--- src/rtl/tnoc_route_controller.sv ---
// tnoc_route_controller: steers a single flit stream onto one of ENTRIES
// output ports through a one-hot demux.
//   i_clk, i_rst       clock, asynchronous active-high reset
//   i_valid / o_ready  upstream flit handshake
//   i_head / i_tail    packet framing (both high = single-flit packet)
//   i_destination      one-hot destination, sampled on the head flit only
//   o_select           one-hot demux select (zero when nothing is routed)
//   o_valid / i_ready  per-port downstream handshake
//   o_busy             route locked to a multi-flit packet
//   o_error            one-cycle pulse per dropped packet
module tnoc_route_controller #(
  parameter int unsigned ENTRIES = 8
) (
  input  logic               i_clk,
  input  logic               i_rst,
  input  logic               i_valid,
  output logic               o_ready,
  input  logic               i_head,
  input  logic               i_tail,
  input  logic [ENTRIES-1:0] i_destination,
  output logic [ENTRIES-1:0] o_select,
  output logic [ENTRIES-1:0] o_valid,
  input  logic [ENTRIES-1:0] i_ready,
  output logic               o_busy,
  output logic               o_error
);

  typedef enum logic [1:0] {
    IDLE = 2'd0,
    BUSY = 2'd1,
    DROP = 2'd2
  } state_e;

  state_e             state_q, state_d;
  logic [ENTRIES-1:0] route_q, route_d;
  logic               error_q, error_d;
  logic [ENTRIES-1:0] select_c;
  logic               ready_c;
  logic               dest_legal_c;

  // Exactly one bit set: non-zero and clearing the lowest set bit leaves nothing.
  assign dest_legal_c = (i_destination != '0) &&
                        ((i_destination & (i_destination - ENTRIES'(1))) == '0);

  // Next-state, route latch and combinational steering.
  always_comb begin
    state_d  = state_q;
    route_d  = route_q;
    error_d  = 1'b0;
    select_c = '0;
    ready_c  = 1'b0;
    case (state_q)
      IDLE: begin
        if (i_valid) begin
          if (i_head && dest_legal_c) begin
            select_c = i_destination;
            ready_c  = |(i_ready & i_destination);
            if (ready_c) begin
              route_d = i_destination;
              if (!i_tail) state_d = BUSY;
            end
          end else begin
            // Illegal destination or orphan flit: swallow the whole packet.
            ready_c = 1'b1;
            error_d = 1'b1;
            if (!i_tail) state_d = DROP;
          end
        end
      end
      BUSY: begin
        // Head/destination ignored here: a stray head is forwarded as body.
        select_c = route_q;
        ready_c  = |(i_ready & route_q);
        if (i_valid && ready_c && i_tail) state_d = IDLE;
      end
      DROP: begin
        ready_c = 1'b1;
        if (i_valid && i_tail) state_d = IDLE;
      end
      default: state_d = IDLE;
    endcase
  end

  // State, route and error registers.
  always_ff @(posedge i_clk or posedge i_rst) begin
    if (i_rst) begin
      state_q <= IDLE;
      route_q <= '0;
      error_q <= 1'b0;
    end else begin
      state_q <= state_d;
      route_q <= route_d;
      error_q <= error_d;
    end
  end

  // Combinational steering is forced quiet while reset is held.
  assign o_select = i_rst ? '0 : select_c;
  assign o_valid  = o_select & {ENTRIES{i_valid}};
  assign o_ready  = ready_c & ~i_rst;
  assign o_busy   = (state_q == BUSY);
  assign o_error  = error_q;

endmodule

--- config.mk ---
export PLATFORM = sky130hd
export DESIGN_NAME = tnoc_route_controller
export DESIGN_NICKNAME = d
export VERILOG_FILES = /design/src/rtl/tnoc_route_controller.sv
export SDC_FILE = /design/constraint.sdc
export NUM_CORES = 1
export LEC_CHECK = 0
export ABC_AREA = 1
export BUFFER_PORTS_ARGS = -buffer_cell sky130_fd_sc_hd__buf_2
export CORE_MARGIN = 4
export CORE_UTILIZATION = 48
export CTS_CLUSTER_DIAMETER = 120
export DETAILED_ROUTE_END_ITERATION = 16
export PLACE_DENSITY = 0.79
export SLEW_MARGIN = 10
export SYNTH_ARGS = -nofsm -noshare
export SYNTH_HDL_FRONTEND = slang
export SYNTH_SLANG_ARGS = --single-unit
--- constraint.sdc ---
create_clock -name i_clk -period 1.6 [get_ports i_clk]
set_input_delay 0.08 -clock i_clk [delete_from_list [all_inputs] [get_ports i_clk]]
set_output_delay 0.08 -clock i_clk [all_outputs]
set_load 0.02 [all_outputs]
==> impl_metrics.py <==
metrics = {
    "outcome": {
        "status": "finished, violations left",
        "violations": "negative setup slack",
    },
    "routing": {
        "num_vias": 1396,
        "detail-route-antenna-nets": 0,
        "routed_wl_mm": 3.75,
        "vias_per_cell": 5.37,
        "drc": 0,
        "dr.first_iter.drc_count": 118,
        "wl_per_cell_um": 14.4,
        "dr.pass1.iters": 4,
    },
    "synth": {
        "ys_seq_elements": 11,
        "synth.avg_cell_area_um2": 5.88,
        "synth_nets": 194,
        "syn_area_um2": 1020,
        "yosysWarnings": 0,
        "ys_seq_area_share_pct": 27.1,
        "netlist_instances": 173,
        "ys_types": 20,
    },
    "pwr": {
        "power_frac_comb_pct": 51.0,
        "pwr-share-clk_pct": 16.5,
        "ir_drop_v": 0.000771,
        "leakagePower_nw": 0.914,
        "internal-power_w": 0.000672,
        "seqPwrFrac_pct": 32.6,
        "p_sw_w": 0.000471,
        "power.density_nw_per_um2": 728,
        "netSwitchingFraction_pct": 41.2,
    },
    "sta": {
        "finClkSkew_ps": 1.54,
        "rsz0062_at_grt": "true",
        "timing.final.ws_setup_ps": -81.6,
        "worstMarginPinSlew_ps": 324,
        "setup_viol": 9,
        "fin_crit_ps": 1680,
        "hold_violations": 0,
        "slew_viol_final": 0,
        "fmax_mhz": 595,
        "finalCritPeriodShare_pct": 105,
        "slew_headroom_pct": 78.3,
    },
    "clock_tree": {
        "cts.sinks": 11,
        "cts_made_buffers": 3,
        "clk_path_buf_depth": 2,
        "h-tree-depth": 1,
        "cts_root_buffer": "clkbuf_4",
        "cts_tree": "built",
        "clkSlewWorstSetupHoldPaths_ps": 70,
        "clk_latency_ps": 270,
    },
    "final_layout": {
        "fin_nets": 255,
        "drive_gt1_share_pct": 39.5,
        "fin_cells": 260,
        "fillCellCount": 141,
        "synthToLayoutAreaGrowth_pct": 54.2,
        "diodes": 0,
    },
    "worst_setup_path": {
        "start_kind": "primary input",
        "ff2ff_path_depth": 7,
        "worstPathRequired_ps": 1520,
        "arrival_ps": 1600,
        "critical_path_class": "primary input to output pin",
        "endpoint_kind": "output pin",
        "cp_max_fo": 6,
    },
    "placement": {
        "placed_cells": 240,
        "pre_cts_slack_ps": 34.7,
        "routabilityCongestion": 0.894,
        "port_buffers": 39,
        "dp_hpwl_mm": 2.33,
    },
    "grt": {
        "antenna_found_initial": 0,
        "grt_max_degree": 15,
        "grt_pass1_wl_mm": 4.67,
        "grt_overflow": 0,
        "grt_pass1_vias": 1126,
        "grtUsageTotal_pct": 22.1,
    },
    "floorplanning": {
        "core-area_um2": 1980,
        "io_pins": 40,
        "die_area_um2": 2920,
        "dieHeight_um": 54.0,
        "initial_core_util_pct": 51.3,
        "num_rows": 16,
        "die-width_um": 54.0,
    },
    "hold_path": {
        "holdPathStages": 3,
        "hold_class": "primary input to flip-flop",
    },
    "job": {
        "maxCapViolations": 0,
    },
}
==> cells by family after synthesis <==
| logic type | after synthesis | share of synthesized area [%] |
|---|---|---|
| flip-flops | 11 | 27.1 |
| AND/OR/NAND/NOR | 115 | 49.4 |
| AO/OA/AOI/OAI | 16 | 9.96 |
| buffers and inverters | 30 | 12.7 |
| XOR/XNOR | 1 | 0.861 |
==> cell type report <==
| class | count | area (µm²) | area share (%) |
|---|---|---|---|
| Multi-Input combinational cell | 132 | 692 | 44.1 |
| Timing Repair Buffer | 61 | 447 | 28.5 |
| Sequential cell | 11 | 277 | 17.6 |
| Tap cell | 27 | 33.8 | 2.15 |
| Inverter | 25 | 93.8 | 5.98 |
| Clock buffer | 4 | 26.3 | 1.67 |
==> synth_stat cells (all sizes together) <==
cell | count | area, µm²
nand2 | 69 | 259
nor2 | 24 | 97.6
inv | 23 | 86.3
nand4 | 13 | 100
o21ai | 12 | 78.8
dfrtp | 11 | 275
nand3 | 7 | 35.0
a21oi | 3 | 15.0
buf | 3 | 27.5
clkbuf | 2 | 7.51
clkinv | 2 | 7.51
nor3 | 1 | 5.00
o21bai | 1 | 7.51
or2 | 1 | 6.26
xor2 | 1 | 8.76
==> flip-flops by register name, summed over array words and instances, names as in the netlist <==
name     count
o_error      1
route_q      8
state_q      2
==> worst max-delay path: stages <==
cell	delay, ps
buf_4	140
nor2_4	130
nand2_2	80
nand2_2	70
inv_1	50
nor2_1	110
nand2_1	100
nor2_4	150
buf_4	140
nand4_4	110
nand2_2	110
nand2_2	50
nor2_1	100
buf_4	160
==> path summary, 6_finish.rpt <==
path,start,to,slack [ps]
max,i_destination[1],o_valid[4],-80
min reg2reg,route_q[0]$_DFFE_PP0P_,route_q[0]$_DFFE_PP0P_,520
max reg2reg,state_q[0]$_DFFE_PP0P_,route_q[5]$_DFFE_PP0P_,140
max in group asynchronous,i_rst,state_q[1]$_DFFE_PP0P_,900
min in group asynchronous,i_rst,o_error$_DFF_PP0_,540
min,i_destination[1],route_q[1]$_DFFE_PP0P_,110
==> routing by layer <==
metal | up-vias | wire, µm | track usage, %
met5 | - | 0 | 0
li1 | 662 | - | -
met1 | 609 | 1390 | 26.4
met4 | 0 | 215 | 11.2
met2 | 99 | 1730 | 36.9
met3 | 26 | 412 | 4.99
==> power groups by stage <==
stage	Clock [W]	Combinational (W)	Sequential, W
floorplan	0	0.000231	0.000359
global placement	0	0.000348	0.000358
detailed placement	0	0.000359	0.000360
CTS	0.000193	0.000425	0.000354
global route	0.000217	0.000627	0.000373
finish	0.000188	0.000582	0.000372
==> repair_timing <==
item                                    4_1_cts  5_1_grt
endpoints found under the setup margin        3       17
gates cloned                                  0        2
hold endpoints to repair                     11        0
pin swaps                                     0       25
gates resized for setup                       3       49
hold buffers                                  1        0
buffers inserted                              4        9
==> through the flow <==
step / cell area (µm²) / power (W) / setup TNS (ps) / util [%] / hold slack [ps]
final: 1570 / 0.00114 / -306 / 79.2 / 108
after global routing: 1570 / 0.00122 / -2560 / 79.2 / 118
after CTS: 1350 / 0.000972 / 0 / 67.9 / 109
after detailed placement: 1270 / 0.000719 / 0 / 64.0 / 227
after global placement: 1270 / 0.000706 / 0 / 64.0 / 222
after floorplan: 1020 / 0.000591 / 0 / - / -71.5
==> layout by cell type, fill, tap and decap left out, types with 2 or more instances in the layout <==
cell type / netlist / layout
o21ai_2: 5 / 5
nor2_2: 3 / 2
nand2_1: 69 / 61
buf_2: 1 / 24
a21oi_2: 0 / 2
nand2_2: 0 / 8
nor2_4: 0 / 5
nand4_1: 10 / 10
o21ai_1: 4 / 5
nand3_1: 7 / 6
buf_4: 0 / 26
clkinv_1: 2 / 2
nor2_1: 21 / 17
dfrtp_1: 11 / 10
nand4_2: 3 / 2
clkbuf_4: 0 / 3
buf_6: 2 / 9
o21ai_0: 3 / 2
inv_1: 23 / 22
(Power assumes the default switching activity.)
